## src/rtl/id_ex_stage.sv

```systemverilog
// ID/EX pipeline register: immediate generation, control decode, load-use
// hazard detection with bubble insertion, and stall/flush handling.
module id_ex_stage #(
  parameter int DATA_WIDTH    = 32,
  parameter int OPCODE_LENGTH = 4
) (
  input  logic                     clk,
  input  logic                     reset,
  input  logic                     in_valid,
  input  logic [31:0]              instr,
  input  logic [DATA_WIDTH-1:0]    rs1_data,
  input  logic [DATA_WIDTH-1:0]    rs2_data,
  input  logic                     stall,
  input  logic                     flush,
  output logic                     load_use_stall,
  output logic                     valid_o,
  output logic [DATA_WIDTH-1:0]    SrcA,
  output logic [DATA_WIDTH-1:0]    SrcB,
  output logic [DATA_WIDTH-1:0]    Immediate,
  output logic [4:0]               rd_o,
  output logic [2:0]               funct3_o,
  output logic [OPCODE_LENGTH-1:0] alu_ctrl_o,
  output logic                     alu_src_o,
  output logic                     reg_write_o,
  output logic                     mem_read_o,
  output logic                     mem_write_o,
  output logic [15:0]              bubble_cnt
);

  typedef enum logic [6:0] {
    OP_R      = 7'b0110011,
    OP_IMM    = 7'b0010011,
    OP_LOAD   = 7'b0000011,
    OP_JALR   = 7'b1100111,
    OP_STORE  = 7'b0100011,
    OP_BRANCH = 7'b1100011,
    OP_LUI    = 7'b0110111,
    OP_AUIPC  = 7'b0010111,
    OP_JAL    = 7'b1101111
  } opcode_e;

  typedef struct packed {
    logic                     valid;
    logic [DATA_WIDTH-1:0]    src_a;
    logic [DATA_WIDTH-1:0]    src_b;
    logic [DATA_WIDTH-1:0]    imm;
    logic [4:0]               rd;
    logic [2:0]               funct3;
    logic [OPCODE_LENGTH-1:0] alu_ctrl;
    logic                     alu_src;
    logic                     reg_write;
    logic                     mem_read;
    logic                     mem_write;
  } ex_t;

  ex_t        ex_q, ex_d;
  logic [15:0] bubble_cnt_q, bubble_cnt_d;

  opcode_e    opcode;
  logic [2:0] funct3;
  logic [4:0] rd, rs1, rs2;

  assign opcode = opcode_e'(instr[6:0]);
  assign funct3 = instr[14:12];
  assign rd     = instr[11:7];
  assign rs1    = instr[19:15];
  assign rs2    = instr[24:20];

  logic [DATA_WIDTH-1:0]    dec_imm;
  logic [OPCODE_LENGTH-1:0] dec_alu_ctrl;
  logic dec_alu_src, dec_reg_write, dec_mem_read, dec_mem_write;
  logic uses_rs1, uses_rs2;

  // NOTE: every signal gets a default before the case so no path leaves one
  // unassigned; a missing default here would infer a latch.
  always_comb begin
    dec_imm       = '0;
    dec_alu_ctrl  = '0;
    dec_alu_src   = 1'b0;
    dec_reg_write = 1'b0;
    dec_mem_read  = 1'b0;
    dec_mem_write = 1'b0;
    uses_rs1      = 1'b0;
    uses_rs2      = 1'b0;
    case (opcode)
      OP_R: begin
        uses_rs1      = 1'b1;
        uses_rs2      = 1'b1;
        dec_reg_write = 1'b1;
        dec_alu_ctrl  = OPCODE_LENGTH'({instr[30], funct3});
      end
      OP_IMM: begin
        uses_rs1      = 1'b1;
        dec_reg_write = 1'b1;
        dec_alu_src   = 1'b1;
        dec_imm       = {{(DATA_WIDTH-12){instr[31]}}, instr[31:20]};
        // Shifts keep instr[30] to tell SRAI from SRLI.
        if (funct3 == 3'b001 || funct3 == 3'b101)
          dec_alu_ctrl = OPCODE_LENGTH'({instr[30], funct3});
        else
          dec_alu_ctrl = OPCODE_LENGTH'({1'b0, funct3});
      end
      OP_LOAD: begin
        uses_rs1      = 1'b1;
        dec_reg_write = 1'b1;
        dec_mem_read  = 1'b1;
        dec_alu_src   = 1'b1;
        dec_imm       = {{(DATA_WIDTH-12){instr[31]}}, instr[31:20]};
      end
      OP_JALR: begin
        uses_rs1      = 1'b1;
        dec_reg_write = 1'b1;
        dec_alu_src   = 1'b1;
        dec_imm       = {{(DATA_WIDTH-12){instr[31]}}, instr[31:20]};
      end
      OP_STORE: begin
        uses_rs1      = 1'b1;
        uses_rs2      = 1'b1;
        dec_mem_write = 1'b1;
        dec_alu_src   = 1'b1;
        dec_imm       = {{(DATA_WIDTH-12){instr[31]}}, instr[31:25], instr[11:7]};
      end
      OP_BRANCH: begin
        uses_rs1 = 1'b1;
        uses_rs2 = 1'b1;
        dec_imm  = {{(DATA_WIDTH-13){instr[31]}}, instr[31], instr[7],
                    instr[30:25], instr[11:8], 1'b0};
      end
      OP_LUI, OP_AUIPC: begin
        dec_reg_write = 1'b1;
        dec_alu_src   = 1'b1;
        dec_imm       = {instr[31:12], {(DATA_WIDTH-20){1'b0}}};
      end
      OP_JAL: begin
        dec_reg_write = 1'b1;
        dec_imm       = {{(DATA_WIDTH-21){instr[31]}}, instr[31], instr[19:12],
                         instr[20], instr[30:21], 1'b0};
      end
      default: ;
    endcase
    // x0 is never written, which also keeps it out of hazard matching.
    if (rd == 5'd0) dec_reg_write = 1'b0;
  end

  assign load_use_stall = in_valid & ex_q.valid & ex_q.mem_read & (ex_q.rd != 5'd0) &
                          ((uses_rs1 & (ex_q.rd == rs1)) | (uses_rs2 & (ex_q.rd == rs2)));

  // Priority below reset: flush, then stall, then load-use bubble, then load.
  always_comb begin
    ex_d         = ex_q;
    bubble_cnt_d = bubble_cnt_q;
    if (flush) begin
      ex_d = '0;
    end else if (!stall) begin
      if (load_use_stall) begin
        ex_d = '0;
        if (bubble_cnt_q != 16'hFFFF) bubble_cnt_d = bubble_cnt_q + 16'd1;
      end else begin
        ex_d.valid     = in_valid;
        ex_d.src_a     = rs1_data;
        ex_d.src_b     = rs2_data;
        ex_d.imm       = dec_imm;
        ex_d.rd        = rd;
        ex_d.funct3    = funct3;
        ex_d.alu_ctrl  = dec_alu_ctrl;
        ex_d.alu_src   = dec_alu_src   & in_valid;
        ex_d.reg_write = dec_reg_write & in_valid;
        ex_d.mem_read  = dec_mem_read  & in_valid;
        ex_d.mem_write = dec_mem_write & in_valid;
      end
    end
  end

  // NOTE: state registers use non-blocking assignments so every flop samples
  // its pre-edge value regardless of process ordering.
  always_ff @(posedge clk) begin
    if (reset) begin
      ex_q         <= '0;
      bubble_cnt_q <= '0;
    end else begin
      ex_q         <= ex_d;
      bubble_cnt_q <= bubble_cnt_d;
    end
  end

  assign valid_o     = ex_q.valid;
  assign SrcA        = ex_q.src_a;
  assign SrcB        = ex_q.src_b;
  assign Immediate   = ex_q.imm;
  assign rd_o        = ex_q.rd;
  assign funct3_o    = ex_q.funct3;
  assign alu_ctrl_o  = ex_q.alu_ctrl;
  assign alu_src_o   = ex_q.alu_src;
  assign reg_write_o = ex_q.reg_write;
  assign mem_read_o  = ex_q.mem_read;
  assign mem_write_o = ex_q.mem_write;
  assign bubble_cnt  = bubble_cnt_q;

endmodule

```

## config.mk

```make
export PLATFORM = sky130hd
export DESIGN_NAME = id_ex_stage
export DESIGN_NICKNAME = d
export VERILOG_FILES = /design/src/rtl/id_ex_stage.sv
export SDC_FILE = /design/constraint.sdc
export NUM_CORES = 1
export LEC_CHECK = 0
export ABC_AREA = 1
export ABC_CLOCK_PERIOD_IN_PS = 4000
export CORE_UTILIZATION = 47
export CTS_CLUSTER_DIAMETER = 50
export DETAILED_ROUTE_END_ITERATION = 8
export PLACE_DENSITY = 0.92
export SKIP_LAST_GASP = 1
export SLEW_MARGIN = 5
export SYNTH_ARGS = -nofsm -noshare
export SYNTH_HDL_FRONTEND = slang
export SYNTH_SLANG_ARGS = --single-unit
```

## constraint.sdc

```tcl
create_clock -name clk -period 4 [get_ports clk]
set_input_delay 0.8 -clock clk [delete_from_list [all_inputs] [get_ports clk]]
set_output_delay 0.8 -clock clk [all_outputs]
set_load 0.005 [all_outputs]
```

==> impl_results.md, run 1 <==
* Internal power at ~2.7 mW
* # H-tree levels at 4
* Instance area at placement at 0.00801 mm^2
* Setup Crit Path Kind: primary input to output pin
* CP cell instances: clkdlybuf4s50_1, nand2_2, inv_2, nand2_1, a21oi_1, nand4_1, nand2_4, nand2_4, inv_2, clkdlybuf4s50_1
* DR pass1 iterations at 5
* Combinational power share at 0.091
* Clock network power share at 0.523
* CP Capture Type: output pin
* PortBufs at 230
* Outcome: completed
* R2r startpoint: rd_o[0]$_SDFFE_PP0N_
* Vias/cell at 5.50
* Initial core utilization at 0.492
* Initial antenna violation count at 0
* Largest stage delay, worst path at 0.51 ns
* Critical R2R Capture: SrcB[10]$_SDFFE_PP0N_
* Num Clock Sinks at 129
* Fin crit share at 0.872
* Maximum clock rate at 0.287 GHz
* Diode count at 0
* Max-cap viol count at 0
* Area Growth Syn to Fin at 51.5%
* Cell type with the largest total area after synthesis: dfxtp_1
* Critical path data required time at 3.20 ns
* Max-slew headroom at 0.225
* #FFs+latches synth at 129
* Final nets at 1109
* Simple-Gate Fraction of Synth Area at 0.325
* Post-CTS Hold Buffers at 0
* Top-area cell type share of the netlist area at 0.450
* P_sw at 0.708 mW
* Global-route wire length before repair at slightly below 30000 um
* Cell Pwr Density at 395 mW/mm^2
* WL met2 at ~9000 um
* Dpl hpwl at 12500 um
* Depth of the worst register-to-register path at 8
* RePlAce Congestion at 0.911
* Grt ovf at 0
* Area fraction in compound gates after synthesis at 0.130
* Reg clk slew, reported paths at 0.05 ns
* Switching Fraction at 0.206
* Final Slew Violations at 0
* Die Y at between 100 and 150 um
* XOR/XNOR Fraction of Synth Area at 0.0137
* Post-Synthesis Cells at between 800 and 900
* Setup ws final at 0.511 ns
* Post-route minimum period at 3.49 ns
* DRC marker count from the first detailed-route iteration at 540
* Syn. warnings at 0
* Post-route antenna net violation count at 0
* Adder-Cell Fraction of Synth Area at 0.00218
* Mux contribution to synthesized area at 0
* IO Pins at between 200 and 250
* Post-Syn Area at around 0.0057 mm^2
* CTS Root Cell: clkbuf_16
* Worst-Margin Slew at 1.16 ns
* Met3 wire length at 1660 um
* M1 WL at ~7300 um
* Row count at 39
* TritonCTS clock tree: done
* Via Count at 6398
* Synth area leaders: dfxtp_1 (45%), nand2_1 (13%), a21oi_1 (11%), nand3_1 (11%), nand4_1 (3.3%)
* Max VDD drop at 0.260 mV
* Clock Skews at between 0.005 and 0.006 ns
* Mean Syn Cell Area at 7.12 um^2
* Worst hold endpoint: SrcA[0]$_SDFFE_PP0N_
* Largest family of logic cells by synthesized area: simple AND/OR/NAND/NOR gates
* Post-CTS Setup Bufs at 0
* Crit path DAT at approximately 2.7 ns
* Setup_tns at 0 ns
* Synth cell types at 27
* Pleak at 3.22 nW
* Final setup fails at 0
* Routed length per instance at around 16 um
* R2R Setup Slk at between 1 and 1.5 ns
* Dpl ws at 0.508 ns
* Worst hold stages at 2
* Share of cells above drive strength 1 at 0.0598
* Final Cell Area at 0.00869 mm^2
* Vias in the first global route at between 5000 and 6000
* Reg power frac at 0.387
* Die Width at 112 um
* Min-delay src: SrcA[0]$_SDFFE_PP0N_
* Cts bufs inserted at 17
* WL final at 18500 um
* Final hold viol count at 0
* Clk buf depth at 2
* Gr usage total at 0.293
* CTS resizes at 0
* Core Region at 0.0117 mm^2
* Slowest stage cell, crit path: clkdlybuf4s50_1
* Crit path max fanout at 8
* Die Area at 0.0126 mm^2
* Tightest Hold Check Type: flop to flop
* Syn nets at 907
* DR DRC count at 0
* Pin count of the biggest net entering global routing at 114
* Worst skew pair latency at 0.42 ns
* Register area share after synthesis at 0.450
* Number of fill cells at about 920
* RSZ-0062 raised after global routing: no
* Crit start category: primary input
* Top routing layer in use: met4
registers in the layout (all words and copies together), names as in the netlist:
register and flops:
Immediate 32, SrcA 32, SrcB 32, alu_ctrl_o 4, alu_src_o 1, bubble_cnt 16, funct3_o 3, mem_read_o 1
mem_write_o 1, rd_o 5, reg_write_o 1, valid_o 1
area by class of cell:
cell class	instances	area, um^2	area share
multi-input combinational	572	2700	0.311
timing repair buffer	237	2350	0.271
clock buffer	21	450	0.0518
inverter	50	189	0.0217
sequential	129	2580	0.297
clock inverter	11	233	0.0268
tap	143	179	0.0206
worst max path at each step:
stage                         from             end  slack [ns]  cells after the start
after floorplan           instr[1]  load_use_stall        1.56                      9
after global placement    instr[1]  load_use_stall        0.57                     10
after detailed placement  instr[1]  load_use_stall        0.51                     10
after CTS                 instr[1]  load_use_stall        0.51                     10
after global routing      instr[2]  load_use_stall        0.43                     11
final                     instr[1]  load_use_stall        0.51                     10
power groups by stage:
stage	clock, mW	sequential (mW)	combinational [mW]
2_1_floorplan	0	1.35	0.118
3_3_place_gp	0	1.35	0.303
3_5_place_dp	0	1.35	0.307
4_1_cts	1.81	1.33	0.310
5_1_grt	1.88	1.33	0.337
6_report	1.79	1.33	0.311
metrics by stage:
stage | util | total power, mW | hold WS, ns | instances
global route | 0.745 | 3.54 | 0.474 | 1163
global placement | 0.687 | 1.65 | 0.451 | 1131
floorplan | - | 1.47 | 0.453 | 805
detailed placement | 0.687 | 1.66 | 0.454 | 1131
finish | 0.745 | 3.43 | 0.461 | 1163
CTS | 0.745 | 3.45 | 0.463 | 1163
cells in the final DEF, fill, tap and decap left out, drive strengths merged, types with 11 or more instances in the layout:
master,count
a21oi,122
clkbuf,21
clkdlybuf4s50,229
dfxtp,129
inv,49
nand2,210
nand3,122
nand4,30
nor2,47
o211ai,11
critical path, delay by kind of cell:
family                 cells  cell delay (ns)
AOI/OAI and AO/OA          1             0.20
buffers and inverters      4             1.09
and+or+nand+nor            5             0.59
metal layers:
| layer | up-vias | global-route usage |
|---|---|---|
| met1 | 2922 | 0.348 |
| met4 | 0 | 0.140 |
| met2 | 335 | 0.487 |
| met3 | 49 | 0.0880 |
| li1 | 3092 | - |
| met5 | - | 0 |
synthesized netlist by cell type, drive strengths merged:
library cell,count
buf,14
nand2,210
nor4,2
inv,49
clkbuf,40
or2,1
nand3,122
nor3,6
dfxtp,129
ha,1
o211ai,11
o21ai,8
nor2,47
clkinv,1
a21oi,122
xnor2,4
o22ai,2
nand3b,1
nand4,30
xor2,5
cell families after synthesis:
group / count (synthesis)
compound gates: 143
xor+xnor: 9
fa+ha+maj: 1
buf+inv: 104
flops: 129
simple gates: 419
Power figures use the tool's default switching activity.
==> inputs of run 2 (changes only) <==
Settings changed: CTS_CLUSTER_SIZE from default to 40, SLEW_MARGIN 5 to 20.
==> run 2 against run 1 <==
Cell count unchanged. Routed wire length down 0.18%. Via count down 0.58%. Critical path type unchanged. Largest cell class unchanged. Largest power group unchanged. Highest routed layer unchanged.
==> impl_results.md, run 2 (synthesis results as in run 1) <==
* Outcome: completed
* Tightest Hold Check Type: flop to flop
* Final Cell Area at 0.00870 mm^2 (about the same)
* Reg power frac at 0.386 (about the same)
* Clock network power share at 0.523 (about the same)
* CTS Root Cell: clkbuf_16
* Worst hold slack at 0.461 ns (+0.000166 ns)
* Initial core utilization at 0.492 (unchanged)
* Routed length per instance at 15.9 um (-0.18%)
* Power consumption at 3.43 mW (about the same)
* Internal power at 2.72 mW (about the same)
* Post-CTS Setup Bufs at 0 (unchanged)
* Switching Fraction at 0.207 (about the same)
* Cts bufs inserted at 17 (unchanged)
* Area Growth Syn to Fin at 51.6% (about the same)
* CTS resizes at 0 (unchanged)
* Final setup fails at 0 (unchanged)
* Commonest non-fill, non-tap cells in the layout: clkdlybuf4s50_1 (229), nand2_1 (203), dfxtp_1 (129), nand3_1 (122), a21oi_1 (122)
* Setup Crit Path Kind: primary input to output pin
* Global-route wire length before repair at 29300 um (unchanged)
* Pleak at 3.23 nW (about the same)
* # H-tree levels at 4 (unchanged)
* Vias in the first global route at 5883 (unchanged)
* Most common cell after layout, fill and taps aside: clkdlybuf4s50_1
* WL final at 18500 um (-0.18%)
* DR DRC count at 0 (unchanged)
* Crit start category: primary input
* Post-route antenna net violation count at 0 (unchanged)
* Die Width at 112 um (unchanged)
* Post-CTS Hold Buffers at 0 (unchanged)
* P_sw at 0.709 mW (+0.13%)
* Dpl ws at 0.508 ns (unchanged)
* Num Clock Sinks at 129 (unchanged)
* Max-slew headroom at 0.292 (+0.0667)
* Pin count of the biggest net entering global routing at 114 (unchanged)
* Cell Pwr Density at 394 mW/mm^2 (about the same)
* Final hold viol count at 0 (unchanged)
* Maximum clock rate at 0.286 GHz (-0.33%)
* Die Area at 0.0126 mm^2 (unchanged)
* CP Capture Type: output pin
* Post-route minimum period at 3.50 ns (+0.0115 ns)
* Setup ws final at 0.500 ns (-0.0115 ns)
* Share of cells above drive strength 1 at 0.0598 (unchanged)
* IO Pins at 231 (unchanged)
* Combinational power share at 0.091 (about the same)
* Depth of the worst register-to-register path at 8 (unchanged)
* Clock Skews at 0.00612 ns (+0.000195 ns)
* TritonCTS clock tree: done
* DR pass1 iterations at 5 (unchanged)
* Crit path DAT at 2.70 ns (about the same)
* Final nets at 1109 (unchanged)
* Worst-Margin Slew at 1.06 ns (-0.100 ns)
* Instance area at placement at 0.00801 mm^2 (unchanged)
* Max-cap viol count at 0 (unchanged)
* Final Util at 0.746 (about the same)
* DRC marker count from the first detailed-route iteration at 549 (+1.7%)
* Worst hold stages at 2 (unchanged)
* Grt ovf at 0 (unchanged)
* Gr usage total at 0.293 (unchanged)
* RSZ-0062 raised after global routing: no
* Vias/cell at 5.47 (-0.58%)
* PortBufs at 230 (unchanged)
* Final Slew Violations at 0 (unchanged)
* Setup_tns at 0 ns (unchanged)
* Reg clk slew, reported paths at 0.05 ns (about the same)
* Critical path data required time at 3.20 ns (about the same)
* Placed cells at 1131 (unchanged)
* Via Count at 6361 (-0.58%)
* Max VDD drop at 0.260 mV (+0.22%)
* Diode count at 0 (unchanged)
* Row count at 39 (unchanged)
* RePlAce Congestion at 0.911 (unchanged)
* Post-Layout Cell Count at 1163 (unchanged)
* Crit path max fanout at 8 (unchanged)
* Initial antenna violation count at 0 (unchanged)
* Dpl hpwl at 12500 um (unchanged)
* Core Region at 0.0117 mm^2 (unchanged)
* Worst skew pair latency at 0.42 ns (about the same)
* Clk buf depth at 2 (unchanged)
* Die Y at 112 um (unchanged)
* Fin crit share at 0.875 (+0.00288)
[run 2: cell types whose count changed in the layout (fill, tap and decap cells not counted)]
cell and change:
buf_4 -2, buf_6 +2
[run 2: critical path: stages]
cell and delay, ns:
clkdlybuf4s50_1 0.47, nand2_2 0.10, inv_2 0.05, nand2_1 0.10, a21oi_1 0.20, nand4_1 0.16, nand2_4 0.17, nand2_4 0.06
inv_2 0.07, clkdlybuf4s50_1 0.51
[run 2: cell type report]
type	count	area, um^2
Clock buffer	21	450
Clock inverter	11	233
Fill cell	921	2970
Inverter	50	189
Multi-Input combinational cell	572	2700
Sequential cell	129	2580
Tap cell	143	179
Timing Repair Buffer	237	2360
[run 2: path summary, 6_finish.rpt]
path | start | endpoint | slack (ns)
hold reg to reg | SrcA[0]$_SDFFE_PP0N_ | SrcA[0]$_SDFFE_PP0N_ | 0.46
hold / removal | SrcA[0]$_SDFFE_PP0N_ | SrcA[0]$_SDFFE_PP0N_ | 0.46
setup / recovery | instr[1] | load_use_stall | 0.50
setup reg to reg | rd_o[0]$_SDFFE_PP0N_ | funct3_o[2]$_SDFFE_PP0N_ | 1.78
[run 2: power by group through the flow]
stage          sequential [mW]  clock, mW  combinational, mW
5_1_grt                   1.33       1.88              0.337
3_5_place_dp              1.35          0              0.307
4_1_cts                   1.33       1.81              0.310
3_3_place_gp              1.35          0              0.303
6_report                  1.33       1.79              0.311
2_1_floorplan             1.35          0              0.118
[run 2: routing by layer]
layer  global-route usage  vias to the layer above  part of all wire
met5                    0                        -                 0
met4                0.140                        0             0.032
met3               0.0880                       50             0.091
met2                0.487                      342              0.48
met1                0.348                     2877              0.40
li1                     -                     3092                 -
